**src/rtl/counter_timer_ctrl.sv**
```systemverilog
// Command-driven interval timer: a G_WIDTH-bit up-counter sequenced by START/PAUSE/RESUME/STOP
// requests, with terminal-count tick, sticky irq/overrun and an illegal-command error pulse.
module counter_timer_ctrl #(
    parameter int unsigned G_WIDTH = 4
) (
    input  logic               clk,
    input  logic               reset,
    input  logic               cmd_valid,
    output logic               cmd_ready,
    input  logic [1:0]         cmd_op,
    input  logic               cmd_periodic,
    input  logic [G_WIDTH-1:0] cmd_period,
    output logic [G_WIDTH-1:0] count,
    output logic               busy,
    output logic               tick,
    output logic               irq,
    input  logic               irq_ack,
    output logic               overrun,
    output logic               err
);

    typedef enum logic [1:0] {
        StIdle,
        StRun,
        StPause,
        StDone
    } state_e;

    localparam logic [1:0] OpStart  = 2'd0;
    localparam logic [1:0] OpPause  = 2'd1;
    localparam logic [1:0] OpResume = 2'd2;
    localparam logic [1:0] OpStop   = 2'd3;

    state_e             state_q, state_d;
    logic [G_WIDTH-1:0] count_q, count_d;
    logic [G_WIDTH-1:0] period_q, period_d;
    logic               periodic_q, periodic_d;
    logic               tick_q, tick_d;
    logic               irq_q, irq_d;
    logic               overrun_q, overrun_d;
    logic               err_q, err_d;
    logic               ready_q, ready_d;
    logic               busy_q, busy_d;

    logic               accept;
    logic               step;
    logic [G_WIDTH-1:0] last;

    assign accept = cmd_valid & ready_q;
    assign last   = period_q - 1'b1;

    always_comb begin
        state_d    = state_q;
        count_d    = count_q;
        period_d   = period_q;
        periodic_d = periodic_q;
        tick_d     = 1'b0;
        err_d      = 1'b0;
        step       = 1'b0;

        if (accept) begin
            unique case (cmd_op)
                OpStart: begin
                    if (cmd_period != '0) begin
                        state_d    = StRun;
                        count_d    = '0;
                        period_d   = cmd_period;
                        periodic_d = cmd_periodic;
                    end else begin
                        err_d = 1'b1;
                        step  = (state_q == StRun);
                    end
                end
                OpPause: begin
                    if (state_q == StRun) begin
                        state_d = StPause;
                    end else begin
                        err_d = 1'b1;
                    end
                end
                OpResume: begin
                    if (state_q == StPause) begin
                        state_d = StRun;
                    end else begin
                        err_d = 1'b1;
                        step  = (state_q == StRun);
                    end
                end
                OpStop: begin
                    if (state_q == StIdle) begin
                        err_d = 1'b1;
                    end else begin
                        state_d = StIdle;
                        count_d = '0;
                    end
                end
                default: ;
            endcase
        end else begin
            step = (state_q == StRun);
        end

        // A rejected command leaves a running timer counting; legal commands pre-empt the step.
        if (step) begin
            if (count_q == last) begin
                tick_d = 1'b1;
                if (periodic_q) begin
                    count_d = '0;
                end else begin
                    state_d = StDone;
                end
            end else begin
                count_d = count_q + 1'b1;
            end
        end
    end

    always_comb begin
        irq_d     = tick_d | (irq_q & ~irq_ack);
        overrun_d = (tick_d & irq_q & ~irq_ack) | (overrun_q & ~irq_ack);
        ready_d   = ~accept;
        busy_d    = (state_d == StRun) || (state_d == StPause);
    end

    always_ff @(posedge clk) begin
        if (!reset) begin
            state_q    <= StIdle;
            count_q    <= '0;
            period_q   <= '0;
            periodic_q <= 1'b0;
            tick_q     <= 1'b0;
            irq_q      <= 1'b0;
            overrun_q  <= 1'b0;
            err_q      <= 1'b0;
            ready_q    <= 1'b0;
            busy_q     <= 1'b0;
        end else begin
            state_q    <= state_d;
            count_q    <= count_d;
            period_q   <= period_d;
            periodic_q <= periodic_d;
            tick_q     <= tick_d;
            irq_q      <= irq_d;
            overrun_q  <= overrun_d;
            err_q      <= err_d;
            ready_q    <= ready_d;
            busy_q     <= busy_d;
        end
    end

    assign cmd_ready = ready_q;
    assign count     = count_q;
    assign busy      = busy_q;
    assign tick      = tick_q;
    assign irq       = irq_q;
    assign overrun   = overrun_q;
    assign err       = err_q;

endmodule

```
**config.mk**
```make
export PLATFORM = sky130hd
export DESIGN_NAME = counter_timer_ctrl
export DESIGN_NICKNAME = d
export VERILOG_FILES = /design/src/rtl/counter_timer_ctrl.sv
export SDC_FILE = /design/constraint.sdc
export NUM_CORES = 1
export LEC_CHECK = 0
export CORE_MARGIN = 2
export CORE_UTILIZATION = 50
export DETAILED_ROUTE_END_ITERATION = 10
export MAX_ROUTING_LAYER = met4
export PLACE_DENSITY_LB_ADDON = 0.1
export SLEW_MARGIN = 25
export SYNTH_ARGS = -nofsm -noshare
export SYNTH_HDL_FRONTEND = slang
export SYNTH_SLANG_ARGS = --single-unit
```
**constraint.sdc**
```tcl
create_clock -name clk -period 4.5 [get_ports clk]
set_input_delay 1.125 -clock clk [delete_from_list [all_inputs] [get_ports clk]]
set_output_delay 1.125 -clock clk [all_outputs]
set_load 0.02 [all_outputs]
```
==> metrics <==
status complete, no violations; CTS tree built; ys async rst share 0%; FMAX 365.7 MHz; # rows 15; P_sw 0.07103 mW; synth cell count leaders dfxtp_1, nor2_1, ha_1, inv_1, nor2b_1; vias between 700 and 800; initial DRC count 11; Pins Over Slew Limit 0; final core occ about two thirds; number of global-route vias before repair between 700 and 800; Comb power frac 14.0%; ANT nets after route 0; design area 1204 µm²; Post-CTS Hold Buffers 0; clk_lat worst skew 0.30 ns; CTS buffer count 3; Synth top area share 35.70%; Max Root-Sink Buffers 2; core area 1764 µm²; sw frac 25.48%; Filler cells 166; most frequent cell after synthesis dfxtp_1; DIE AREA 2272 µm²; Mapped Area between 900 and 1000 µm²; Reg clk slew, reported paths about 0.10 ns; top_reg_cell synth dfxtp_1; Via density approximately 5.2; DRC viols 0; Post-synth EDFFs 0; clock sink count 17; largest net degree at the start of global routing 16; CTS H-tree depth 1; post_cts resized 0; Min-Delay Path Class reg -> reg; Final Critical Period 2.734 ns; max_slew headroom about two thirds; Setup Crit Path Kind in -> reg; Slew @ Worst Pin 0.5134 ns; Crit. End Element flip-flop; FF+latch count, synth 17; WP data arrival 2.93 ns; leakage between 0.4 and 0.5 nW; crit-path max FO 6; Mapped Cells 100; Ports 21; Synth Warn # 0; placed cell area 1177 µm²; Synth area leader dfxtp_1; CP Data Required Time 4.69 ns; endpoints failing hold 0; RSZ-0062 raised after global routing false; GRT Residual Overflow 0; Worst IR Drop VDD 0.0001493 V; share of cells above drive strength 1 9.016%; Post-Route WL 1.818 mm; # diodes 0; port bufs 20; dominant cells by area after synthesis dfxtp_1, ha_1, mux2i_1; area delta synth->final 26.25%; Max Cap Viol 0; gpl congestion 0.8628; gr usage total 19.38%; Setup Viol. Count Final 0; CP Launch Type input pin; clock network power share between 30% and 40%; global-route wire length before repair 2.973 mm; final hold slack 0.4935 ns; Int Power 0.2077 mW; register area share after synthesis a little over a third; period utilisation layout 60.76%; PwrDens between 200 and 250 nW/µm²; Cell variety after synth 36; Mapped Nets 117; Initial Util a little over half; fin nets 140; Die X 47.67 µm; sequential power share 55.6%; Worst Clk Skew 0.005240 ns; initial antenna violation count 0; DRT Pass-1 Iters 4; detailed placement HPWL 1.367 mm; total negative slack 0 ns; Root Driver clkbuf_4; Die Span Y 47.67 µm; syn_area_per_cell 9.534 µm²; Setup Fix Bufs, Post-CTS 0; routed len/inst 12.37 µm
## state kept, by name, summed over array words and instances, names as in the netlist
signal      flops
irq             1
cmd_ready       1
period_q        4
overrun         1
tick            1
periodic_q      1
state_q         2
count           4
busy            1
err             1
## metal layers
metal	GRT usage, %	part of all wire, %	up-vias	routed length [µm]
met1	23.69	49	347	890
met5	-	0	-	0
li1	-	-	393	-
met3	4.528	4.0	5	73
met4	8.108	1.9	0	35
met2	30.54	45	24	819
## worst max-delay path: stages
cell and delay (ns):
clkdlybuf4s50_1 0.50, inv_1 0.07, ha_1 0.27, nand3b_1 0.21
a21oi_1 0.17, nor2_1 0.13, and3_4 0.20, mux2_2 0.25
## final cells by class
cell class	instances	area, µm²	area share, %
Sequential cell	17	340.3	28.27
Timing Repair Buffer	20	200.2	16.63
Clock buffer	4	26.28	2.183
Tap cell	25	31.28	2.599
Inverter	6	22.52	1.871
Multi-Input combinational cell	75	583.1	48.44
## power groups by stage
stage          sequential [mW]  combinational [mW]  clock (mW)
2_1_floorplan            0.159              0.0201           0
3_3_place_gp             0.158              0.0382           0
3_5_place_dp             0.159              0.0391           0
4_1_cts                  0.155              0.0394      0.0858
6_report                 0.155              0.0391      0.0845
5_1_grt                  0.156              0.0429      0.0937
## final timing paths
kind                            start                   to  slack, ns  cells after the start
max                         cmd_op[0]  count[0]$_SDFF_PN0_       1.77                      8
min              cmd_ready$_SDFF_PN0_       err$_SDFF_PN0_       0.49                      2
max reg2reg  period_q[0]$_SDFFE_PN0P_  count[0]$_SDFF_PN0_       2.53                      7
min reg2reg      cmd_ready$_SDFF_PN0_       err$_SDFF_PN0_       0.49                      2
## through the flow
stage                     power (mW)  setup WS, ns  cells
final                         0.2787         1.766    147
after global routing          0.2921         1.632    147
after CTS                     0.2804         1.769    147
after detailed placement      0.1977         1.464    143
after global placement        0.1967         1.513    143
after floorplan               0.1795         2.114    100
## cells in the final DEF, fill, tap and decap left out, types with 2 or more instances in the layout
master           instances
a21oi_1                  4
nand2_1                  5
nor3b_1                  2
clkdlybuf4s50_1         20
inv_1                    6
mux2i_1                  5
o31ai_1                  2
clkbuf_4                 3
nor2_1                   7
ha_1                     6
nand3_1                  2
a21o_1                   3
a22o_1                   4
xor2_1                   3
nor2b_1                  6
xnor2_1                  5
and2_1                   2
dfxtp_1                 17
## kinds of logic after synthesis
group	after synthesis	synth area share, %
AOI/OAI and AO/OA	20	16.01
xor gates and xnor gates	8	7.349
adders and majority gates	6	7.874
buffers and inverters	8	3.150
DFF	17	35.70
muxes	6	6.431
and+or+nand+nor	35	23.49
(Power assumes the default switching activity.)
